--- config.mk ---
export PLATFORM = sky130hd
export DESIGN_NAME = mem_port_arbiter_flat
export DESIGN_NICKNAME = d
export VERILOG_FILES = /design/src/rtl/cpu_mem_pkg.sv /design/src/rtl/mem_port_arbiter_if.sv /design/src/rtl/mem_lat_counter.sv /design/src/rtl/mem_port_arbiter.sv /design/src/flat_wrapper.sv
export SDC_FILE = /design/constraint.sdc
export NUM_CORES = 1
export LEC_CHECK = 0
export ABC_AREA = 1
export CAP_MARGIN = 30
export CORE_MARGIN = 1
export CORE_UTILIZATION = 46
export DETAILED_ROUTE_END_ITERATION = 12
export GPL_TIMING_DRIVEN = 1
export PLACE_DENSITY = 0.84
export SYNTH_ARGS = -nofsm -noshare
export SYNTH_HDL_FRONTEND = slang
export SYNTH_SLANG_ARGS = --single-unit
--- constraint.sdc ---
create_clock -name clk -period 4.2 [get_ports clk]
set_input_delay 0.42 -clock clk [delete_from_list [all_inputs] [get_ports clk]]
set_output_delay 0.42 -clock clk [all_outputs]
set_load 0.03 [all_outputs]
--- src/rtl/cpu_mem_pkg.sv ---
// Shared types and defaults for the unified instruction/data memory port.
// Imported by the arbiter and by the multi-cycle latency counter.
package cpu_mem_pkg;

  typedef enum logic [1:0] {
    ARB_IDLE,
    ARB_GRANT_IF,
    ARB_GRANT_D
  } arb_state_t;

  localparam int unsigned DEF_MEM_LAT    = 2;
  localparam int unsigned DEF_STARVE_MAX = 4;

  function automatic int unsigned cnt_w(int unsigned max_v);
    return (max_v < 1) ? 1 : $clog2(max_v + 1);
  endfunction

endpackage

--- src/rtl/mem_port_arbiter_if.sv ---
// Bundle of the IF port, data port and memory-side signals of the arbiter.
// slave = arbiter side, master = pipeline/memory side.
interface mem_port_arbiter_if #(
  parameter int unsigned ADDR_W = 32,
  parameter int unsigned DATA_W = 32
);

  logic              if_req;
  logic [ADDR_W-1:0] if_addr;
  logic              if_ready;
  logic [DATA_W-1:0] if_rdata;

  logic              d_req;
  logic              d_we;
  logic [ADDR_W-1:0] d_addr;
  logic [DATA_W-1:0] d_wdata;
  logic              d_ready;
  logic [DATA_W-1:0] d_rdata;

  logic              mem_en;
  logic              mem_we;
  logic [ADDR_W-1:0] mem_addr;
  logic [DATA_W-1:0] mem_wdata;
  logic [DATA_W-1:0] mem_rdata;

  logic              stall_if;
  logic              stall_mem;
  logic              busy;

  modport slave (
    input  if_req, if_addr,
    input  d_req, d_we, d_addr, d_wdata,
    input  mem_rdata,
    output if_ready, if_rdata,
    output d_ready, d_rdata,
    output mem_en, mem_we, mem_addr, mem_wdata,
    output stall_if, stall_mem, busy
  );

  modport master (
    output if_req, if_addr,
    output d_req, d_we, d_addr, d_wdata,
    output mem_rdata,
    input  if_ready, if_rdata,
    input  d_ready, d_rdata,
    input  mem_en, mem_we, mem_addr, mem_wdata,
    input  stall_if, stall_mem, busy
  );

endinterface

--- src/rtl/mem_lat_counter.sv ---
// Fixed-latency access counter: load restarts at 0, counts up to LAT
// and holds; tc_o flags the last wait cycle of a running access.
module mem_lat_counter
  import cpu_mem_pkg::*;
#(
  parameter  int unsigned LAT = DEF_MEM_LAT,
  localparam int unsigned W   = cnt_w(LAT)
) (
  input  logic         clk,
  input  logic         rst_n,
  input  logic         load_i,
  input  logic         run_i,
  output logic [W-1:0] cnt_o,
  output logic         tc_o
);

  localparam logic [W-1:0] TOP  = W'(LAT);
  localparam logic [W-1:0] LAST = W'(LAT - 1);

  logic [W-1:0] cnt_q, cnt_d;

  always_comb begin
    cnt_d = cnt_q;
    if (load_i)
      cnt_d = '0;
    else if (run_i && cnt_q != TOP)
      cnt_d = cnt_q + W'(1);
  end

  always_ff @(posedge clk or negedge rst_n) begin
    if (!rst_n) cnt_q <= '0;
    else        cnt_q <= cnt_d;
  end

  assign cnt_o = cnt_q;
  assign tc_o  = run_i && !load_i && (cnt_q == LAST);

endmodule

--- src/rtl/mem_port_arbiter.sv ---
// Serializes IF fetches and MEM-stage loads/stores onto one memory port,
// data first, with a starvation cap that forces an IF grant.
module mem_port_arbiter
  import cpu_mem_pkg::*;
#(
  parameter int unsigned ADDR_W     = 32,
  parameter int unsigned DATA_W     = 32,
  parameter int unsigned MEM_LAT    = DEF_MEM_LAT,
  parameter int unsigned STARVE_MAX = DEF_STARVE_MAX
) (
  input logic               clk,
  input logic               start,
  mem_port_arbiter_if.slave bus
);

  localparam int unsigned CW = cnt_w(MEM_LAT);
  localparam int unsigned SW = cnt_w(STARVE_MAX);
  localparam logic [CW-1:0] C_TOP = CW'(MEM_LAT);
  localparam logic [SW-1:0] S_MAX = SW'(STARVE_MAX);

  arb_state_t        state_q, state_d;
  logic [SW-1:0]     streak_q, streak_d;
  logic [ADDR_W-1:0] addr_q, addr_d;
  logic [DATA_W-1:0] wdata_q, wdata_d;
  logic              we_q, we_d;
  logic [DATA_W-1:0] if_rdata_q, if_rdata_d;
  logic [DATA_W-1:0] d_rdata_q, d_rdata_d;
  logic              if_rdy_q, if_rdy_d;
  logic              d_rdy_q, d_rdy_d;

  logic          idle, starve, pick_d, pick_if;
  logic          load, run, tc, done;
  logic [CW-1:0] cnt;

  assign idle    = (state_q == ARB_IDLE);
  assign starve  = bus.if_req && (streak_q == S_MAX);
  assign pick_d  = bus.d_req && !starve;
  assign pick_if = bus.if_req && !pick_d;
  assign load    = idle && (pick_d || pick_if);
  assign run     = !idle;
  // The ready cycle is the last GRANT cycle, so a held req is not resampled.
  assign done    = run && (cnt == C_TOP);

  mem_lat_counter #(
    .LAT(MEM_LAT)
  ) u_lat (
    .clk   (clk),
    .rst_n (start),
    .load_i(load),
    .run_i (run),
    .cnt_o (cnt),
    .tc_o  (tc)
  );

  always_ff @(posedge clk or negedge start) begin
    if (!start) state_q <= ARB_IDLE;
    else        state_q <= state_d;
  end

  always_comb begin
    state_d = state_q;
    unique case (state_q)
      ARB_IDLE: begin
        if (pick_d)       state_d = ARB_GRANT_D;
        else if (pick_if) state_d = ARB_GRANT_IF;
      end
      ARB_GRANT_IF,
      ARB_GRANT_D: begin
        if (done) state_d = ARB_IDLE;
      end
      default: state_d = ARB_IDLE;
    endcase
  end

  always_comb begin
    bus.mem_en = run && (cnt == '0);
    bus.mem_we = bus.mem_en && we_q;
    bus.busy   = run;
  end

  always_comb begin
    streak_d   = streak_q;
    addr_d     = addr_q;
    wdata_d    = wdata_q;
    we_d       = we_q;
    if_rdata_d = if_rdata_q;
    d_rdata_d  = d_rdata_q;
    if_rdy_d   = 1'b0;
    d_rdy_d    = 1'b0;
    if (idle && pick_d) begin
      addr_d  = bus.d_addr;
      wdata_d = bus.d_wdata;
      we_d    = bus.d_we;
      if (!bus.if_req)          streak_d = '0;
      else if (streak_q != S_MAX) streak_d = streak_q + SW'(1);
    end else if (idle && pick_if) begin
      addr_d   = bus.if_addr;
      we_d     = 1'b0;
      streak_d = '0;
    end
    if (tc && state_q == ARB_GRANT_IF) begin
      if_rdata_d = bus.mem_rdata;
      if_rdy_d   = 1'b1;
    end else if (tc && state_q == ARB_GRANT_D) begin
      if (!we_q) d_rdata_d = bus.mem_rdata;
      d_rdy_d = 1'b1;
    end
  end

  always_ff @(posedge clk or negedge start) begin
    if (!start) begin
      streak_q   <= '0;
      addr_q     <= '0;
      wdata_q    <= '0;
      we_q       <= 1'b0;
      if_rdata_q <= '0;
      d_rdata_q  <= '0;
      if_rdy_q   <= 1'b0;
      d_rdy_q    <= 1'b0;
    end else begin
      streak_q   <= streak_d;
      addr_q     <= addr_d;
      wdata_q    <= wdata_d;
      we_q       <= we_d;
      if_rdata_q <= if_rdata_d;
      d_rdata_q  <= d_rdata_d;
      if_rdy_q   <= if_rdy_d;
      d_rdy_q    <= d_rdy_d;
    end
  end

  assign bus.mem_addr  = addr_q;
  assign bus.mem_wdata = wdata_q;
  assign bus.if_ready  = if_rdy_q;
  assign bus.if_rdata  = if_rdata_q;
  assign bus.d_ready   = d_rdy_q;
  assign bus.d_rdata   = d_rdata_q;
  assign bus.stall_if  = bus.if_req && !if_rdy_q;
  assign bus.stall_mem = bus.d_req && !d_rdy_q;

endmodule

--- src/flat_wrapper.sv ---
// flat-port wrapper written by rule: the top's interface ports become plain ports
module mem_port_arbiter_flat import cpu_mem_pkg::*;
#(
  parameter int unsigned ADDR_W     = 32,
  parameter int unsigned DATA_W     = 32,
  parameter int unsigned MEM_LAT    = DEF_MEM_LAT,
  parameter int unsigned STARVE_MAX = DEF_STARVE_MAX
)
  (clk, start, bus_if_req, bus_if_addr, bus_d_req, bus_d_we, bus_d_addr, bus_d_wdata, bus_mem_rdata, bus_if_ready, bus_if_rdata, bus_d_ready, bus_d_rdata, bus_mem_en, bus_mem_we, bus_mem_addr, bus_mem_wdata, bus_stall_if, bus_stall_mem, bus_busy);
  mem_port_arbiter_if #(.ADDR_W(ADDR_W), .DATA_W(DATA_W)) bus_i ();
  input logic clk;
  input logic start;
  input wire logic [$bits(bus_i.if_req)-1:0] bus_if_req;
  input wire logic [$bits(bus_i.if_addr)-1:0] bus_if_addr;
  input wire logic [$bits(bus_i.d_req)-1:0] bus_d_req;
  input wire logic [$bits(bus_i.d_we)-1:0] bus_d_we;
  input wire logic [$bits(bus_i.d_addr)-1:0] bus_d_addr;
  input wire logic [$bits(bus_i.d_wdata)-1:0] bus_d_wdata;
  input wire logic [$bits(bus_i.mem_rdata)-1:0] bus_mem_rdata;
  output wire logic [$bits(bus_i.if_ready)-1:0] bus_if_ready;
  output wire logic [$bits(bus_i.if_rdata)-1:0] bus_if_rdata;
  output wire logic [$bits(bus_i.d_ready)-1:0] bus_d_ready;
  output wire logic [$bits(bus_i.d_rdata)-1:0] bus_d_rdata;
  output wire logic [$bits(bus_i.mem_en)-1:0] bus_mem_en;
  output wire logic [$bits(bus_i.mem_we)-1:0] bus_mem_we;
  output wire logic [$bits(bus_i.mem_addr)-1:0] bus_mem_addr;
  output wire logic [$bits(bus_i.mem_wdata)-1:0] bus_mem_wdata;
  output wire logic [$bits(bus_i.stall_if)-1:0] bus_stall_if;
  output wire logic [$bits(bus_i.stall_mem)-1:0] bus_stall_mem;
  output wire logic [$bits(bus_i.busy)-1:0] bus_busy;
  assign bus_i.if_req = bus_if_req;
  assign bus_i.if_addr = bus_if_addr;
  assign bus_i.d_req = bus_d_req;
  assign bus_i.d_we = bus_d_we;
  assign bus_i.d_addr = bus_d_addr;
  assign bus_i.d_wdata = bus_d_wdata;
  assign bus_i.mem_rdata = bus_mem_rdata;
  assign bus_if_ready = bus_i.if_ready;
  assign bus_if_rdata = bus_i.if_rdata;
  assign bus_d_ready = bus_i.d_ready;
  assign bus_d_rdata = bus_i.d_rdata;
  assign bus_mem_en = bus_i.mem_en;
  assign bus_mem_we = bus_i.mem_we;
  assign bus_mem_addr = bus_i.mem_addr;
  assign bus_mem_wdata = bus_i.mem_wdata;
  assign bus_stall_if = bus_i.stall_if;
  assign bus_stall_mem = bus_i.stall_mem;
  assign bus_busy = bus_i.busy;
  mem_port_arbiter #(.ADDR_W(ADDR_W), .DATA_W(DATA_W), .MEM_LAT(MEM_LAT), .STARVE_MAX(STARVE_MAX)) u_core (.clk(clk), .start(start), .bus(bus_i));
endmodule
== Word-level counts from Yosys, hierarchy flattened ==
Cells that the tools add are included.

* Flip-flop bits (word level): 138
* Bits in latches: 0
* Memory bits (writable): 0
* Memory bits (read-only): 0
* Input port bits: 133
* Output and inout bits: 135
* Logic and storage cells: 72
* Memories kept: 0

* Add/subtract/negate cells: 2
* $mul: 0
* Divide/modulo/power cells: 0
* Magnitude comparators: 0
* Equality and inequality tests: 10
* Shifts and indexed selects: 0
* Multiplexer cells: 17
* Bitwise logic cells: 2
* Reductions and logical operators: 31

{| class="wikitable"
|+ Operators by type and width
! operator !! number
|-
| 2-to-1 mux 32 bit || 2
|-
| logical AND 1 bit || 16
|-
| 2-to-1 mux 3 bit || 4
|-
| 2-to-1 mux 2 bit || 5
|-
| inequality test 3 bit (second input constant) || 3
|-
| logical NOT 1 bit || 6
|-
| 2-to-1 mux 1 bit || 5
|-
| equality test 2 x 1 -> 1 bit (second input constant) || 2
|-
| equality test 2 bit (second input constant) || 2
|-
| logical NOT 2 bit || 2
|-
| one-hot mux 2 bit (2 select lines) || 1
|-
| AND reduction 2 bit || 2
|-
| nonzero test 2 bit || 2
|-
| adder 3 x 1 -> 3 bit (second input constant) || 1
|-
| equality test 3 bit (second input constant) || 1
|-
| AND reduction 3 bit || 1
|-
| adder 2 x 1 -> 2 bit (second input constant) || 1
|-
| inequality test 2 x 1 -> 1 bit (second input constant) || 1
|-
| inequality test 2 bit (second input constant) || 1
|-
| inverter 1 bit || 2
|-
| OR reduction 2 bit || 1
|-
| logical OR 1 bit || 1
|}

== Depth between registers and ports, before layout ==
* Depth after elaboration: 14
* Depth in mapped cells: 11
* Gate-level depth less buffers: 9

== Cells and area by module ==
A second synthesis with hierarchy kept.

* Cells, all modules: 730
* Area total of the unflattened synthesis: 6092.1 um2

{| class="wikitable"
|+ Modules (own cells, without submodules)
! module !! times used !! cells each !! area each (um2) !! sequential area each (um2)
|-
| mem_port_arbiter || 1 || 710 || 5949.5 || 3403.3
|-
| mem_lat_counter || 1 || 20 || 142.6 || 50.0
|}

== Worst setup path after synthesis ==
No wires, ideal clock.

* Kind: register to output
* From: reg u_core.state_q[0]
* To: out bus_mem_we
* Arrival time: 1453 ps
* Required time: 3780 ps
* Path slack: 2327 ps
* Cell stages (with the launch flop): 5
* Path buffers: 1
* Path through: dfrtp_1 -> inv_1 -> ha_1 -> buf_4 -> nor3_1

* Longest elaborated chain between the ends: 4

{| class="wikitable"
|+ RTL lines
! item !! RTL line !! RTL
|-
| start, declared || mem_port_arbiter.sv:21 || <nowiki>arb_state_t state_q, state_d;</nowiki>
|-
| start signal, assigned || mem_port_arbiter.sv:57 || <nowiki>else state_q <= state_d;</nowiki>
|-
| logical NOT 2 bit || mem_port_arbiter.sv:35 || <nowiki>assign idle = (state_q == ARB_IDLE);</nowiki>
|-
| logical NOT 1 bit || mem_port_arbiter.sv:40 || <nowiki>assign run = !idle;</nowiki>
|-
| logical AND 1 bit || mem_port_arbiter.sv:76 || <nowiki>bus.mem_en = run && (cnt == '0);</nowiki>
|-
| logical AND 1 bit || mem_port_arbiter.sv:77 || <nowiki>bus.mem_we = bus.mem_en && we_q;</nowiki>
|-
| end, declared || flat_wrapper.sv:25 || <nowiki>output wire logic [$bits(bus_i.mem_we)-1:0] bus_mem_we;</nowiki>
|}

No other way between the ends.

== Final worst setup path ==
* From: reg u_core.state_q[0]
* To: reg u_core.d_rdata_q[20] (netlist: u_core.bus.d_rdata[20])

* Longest elaborated chain between the ends: 8
* Elaborated cells between the ends (all ways): 12
* Those cells by class: eq/ne: 2; bitwise: 1; reduce/logical: 9

{| class="wikitable"
|+ RTL lines
! item !! RTL line !! RTL
|-
| logical NOT 2 bit || mem_port_arbiter.sv:35 ||
|-
| logical AND 1 bit || mem_port_arbiter.sv:39 || <nowiki>assign load = idle && (pick_d || pick_if);</nowiki>
|-
| logical NOT 1 bit || mem_lat_counter.sv:36 || <nowiki>assign tc_o = run_i && !load_i && (cnt_q == LAST);</nowiki>
|-
| logical AND 1 bit (2 in a row) || mem_lat_counter.sv:36 ||
|-
| logical AND 1 bit || mem_port_arbiter.sv:101 || <nowiki>if (tc && state_q == ARB_GRANT_IF) begin</nowiki>
|-
| inverter 1 bit (no source line) || -- ||
|-
| AND reduction 3 bit (no source line) * || -- ||
|-
| end signal, assigned || mem_port_arbiter.sv:126 || <nowiki>d_rdata_q <= d_rdata_d;</nowiki>
|-
| end, declared || mem_port_arbiter.sv:27 || <nowiki>logic [DATA_W-1:0] d_rdata_q, d_rdata_d;</nowiki>
|}

Mark *: on every way between the ends. The rest lies on a longest branch, timed or not.
A chain may end at the register's enable or synchronous reset.

==> out/metrics.yaml <==
total_leakage_power_uw: 0.005152
start_util_pct: 47.25
num_vias: 5916
avgViaCountPerCell: 4.706
end_kind: "flop"
postCtsSetupBuffers: 0
clkTransAtPathRegs_ps: 60
finClkSkew_ps: 6.337
p_clk_share_pct: 20.2
hpwl_mm: 11.97
slew_viol_final: 0
synthArstFlopShare_pct: 100.0
io_buffers: 267
cp_max_fo: 34
htreeDepth: 4
hold_path.class: "in -> async"
fin_tns_setup_ps: 0
finalCriticalPeriod_ps: 3256
postSynthAreaPerCell_um2: 7.727
worstPathRequired_ps: 4490
clkLatencyLatePin_ps: 410
grt_antenna_before_repair: 0
grt-ovfl-total: 0
relSlewSlack_pct: 49.02
layout_commonest_cell: "nand2_1"
reg2reg_setup_slack_ps: 940
crit_end: "u_core.bus.d_rdata[20]"
vdd_drop_max_mv: 0.4257
combPwrFrac_pct: 50.5
switching_share_pct: 42.32
die_y_um: 118.9
root_buffer: "clkbuf_16"
mostFrequentLayoutCells: "432 x nand2_1, 266 x clkdlybuf4s50_1, 138 x dfrtp_1"
cp.arrival_ps: 3550
final_hold_viol_count: 0
synth_ff_type: "dfrtp_1"
internal-power_uw: 4647
power.share.sequential_pct: 29.3
status: "finished, final reports clean"
diodes: 0
rr_startpoint: "u_core.state_q[0]"
fmax_mhz: 307.1
wl_mm: 17.50
route.detailed.drc: 0
maxCapViolCount: 0
areaGrowthSynthToFinish_pct: 54.89
p_per_area_mw_per_mm2: 828.0
ys_seq_area_share_pct: 54.97
netlist-cell-type-count: 25
syn_area_mm2: 0.006282
cts.sinks: 138
fin_crit_sh_pct: 77.52
drt-initial-drc-count: 334
grt_use_total_pct: 26.25
cts_tree: "yes"
critPathLaunch: "u_core.state_q[0]"
crit-reg2reg-capture: "u_core.bus.d_rdata[20]"
drive_gt1_share_pct: 4.533
avgRoutedWirePerCell_um: 13.93
cts_buffer_depth: 2
cp-start-kind: "flop"
gp_congestion: 0.8018
rows: 42
yosysWarnings: 0
ys_seq_elements: 138
postRouteAntennaNets: 0
grt_max_degree: 109
r2r_cells: 9
p_sw_uw: 3410
nets: 1209
synth-edff-count: 0
drtPass1Iterations: 5
fp.dieArea_mm2: 0.01413
grt_pass1_wl_mm: 28.94
die_w_um: 118.9
core_mm2: 0.01330
setup_viol_count_final: 0
synthCells: 813
power.total_uw: 8057
io_pins: 268
syn_nets: 954
grt_pass1_vias: 5855
cts_buffers: 17
rsz0062_at_grt: "false"
worst_pin_slew_ps: 762.9
crit_type: "reg -> reg"
==> cells by family (layout without fill, tap and decap cells) <==
family,after synthesis,after routing,synth area share [%]
buf+inv,149,417,9.879
fa+ha+maj,8,8,1.593
flops,138,138,54.97
xor+xnor,1,1,0.1394
simple gates,508,508,32.50
compound gates,9,9,0.9162
==> layout make-up <==
cell class	instances	area, µm²
Fill cell	1036	3565
Sequential cell	138	3453
Timing Repair Buffer	275	2776
Multi-Input combinational cell	526	2208
Clock buffer	23	498.0
Inverter	110	415.4
Tap cell	176	220.2
Clock inverter	9	158.9
==> state kept, by name, summed over array words and instances (netlist names) <==
signal,cells
u_core.bus.if_ready,1
u_core.bus.d_rdata,32
u_core.state_q,2
u_core.bus.d_ready,1
u_core.u_lat.cnt_o,2
u_core.we_q,1
u_core.streak_q,3
u_core.bus.mem_wdata,32
u_core.bus.mem_addr,32
u_core.bus.if_rdata,32
==> repair_timing <==
action	CTS	global route
resized for setup	0	0
hold endpoints to repair	0	9
hold buffers	0	1
==> critical path, stage by stage (launching register included) <==
cell,delay [ps]
dfrtp_1,400
inv_1,90
ha_1,410
inv_2,140
nand3_4,320
inv_4,250
nor2_4,650
nand2_2,580
nand2_1,200
nand2_1,60
==> power by group through the flow <==
| stage | clock, µW | sequential (µW) | combinational (µW) |
|---|---|---|---|
| 2_1_floorplan | 0 | 3550 | 1130 |
| 3_3_place_gp | 0 | 2340 | 4000 |
| 3_5_place_dp | 0 | 2360 | 4070 |
| 4_1_cts | 1660 | 2360 | 4080 |
| 5_1_grt | 1730 | 2430 | 4380 |
| 6_report | 1630 | 2360 | 4070 |
==> routing by layer <==
metal / up-vias / part of all wire [%] / global-route usage, %
met1: 2735 / 41 / 31.70
met3: 45 / 6.4 / 7.088
li1: 2919 / - / -
met2: 217 / 49 / 43.46
met4: 0 / 3.8 / 12.74
met5: - / 0 / 0
==> worst min-delay path by stage <==
| stage | end | slack, ps |
|---|---|---|
| 5_1_grt | u_core.bus.if_rdata[6] | 380 |
| 3_3_place_gp | u_core.bus.d_rdata[18] | 450 |
| 4_1_cts | u_core.bus.d_rdata[5] | 190 |
| 2_1_floorplan | u_core.bus.d_rdata[0] | 120 |
| 3_5_place_dp | u_core.bus.d_rdata[18] | 460 |
| 6_report | u_core.bus.d_rdata[3] | 390 |
==> through the flow <==
step / std cells / setup slack, ps / cell area (µm²) / hold slack, ps / util (%)
detailed placement: 1222 / 858.4 / 9009 / 458.2 / 67.76
global route: 1257 / 607.0 / 9731 / 375.8 / 73.19
finish: 1257 / 944.2 / 9731 / 392.9 / 73.19
CTS: 1254 / 909.0 / 9666 / 192.5 / 72.70
floorplan: 813 / 2327 / 6282 / 124.4 / -
global placement: 1222 / 953.6 / 9009 / 452.3 / 67.76
==> synthesized netlist by cell type, types with 2 or more instances <==
master / n / area share [%]
o21ai_0: 6 / 0.48
dfrtp_1: 138 / 55
inv_2: 2 / 0.12
nor2_1: 3 / 0.18
inv_1: 106 / 6.3
nand2_1: 432 / 26
clkbuf_1: 10 / 0.60
buf_4: 7 / 0.84
nand3_4: 2 / 0.56
nand3_1: 65 / 5.2
buf_2: 20 / 1.6
ha_1: 8 / 1.6
nand3_2: 2 / 0.32
No activity file was read; power rests on OpenSTA's default activity.
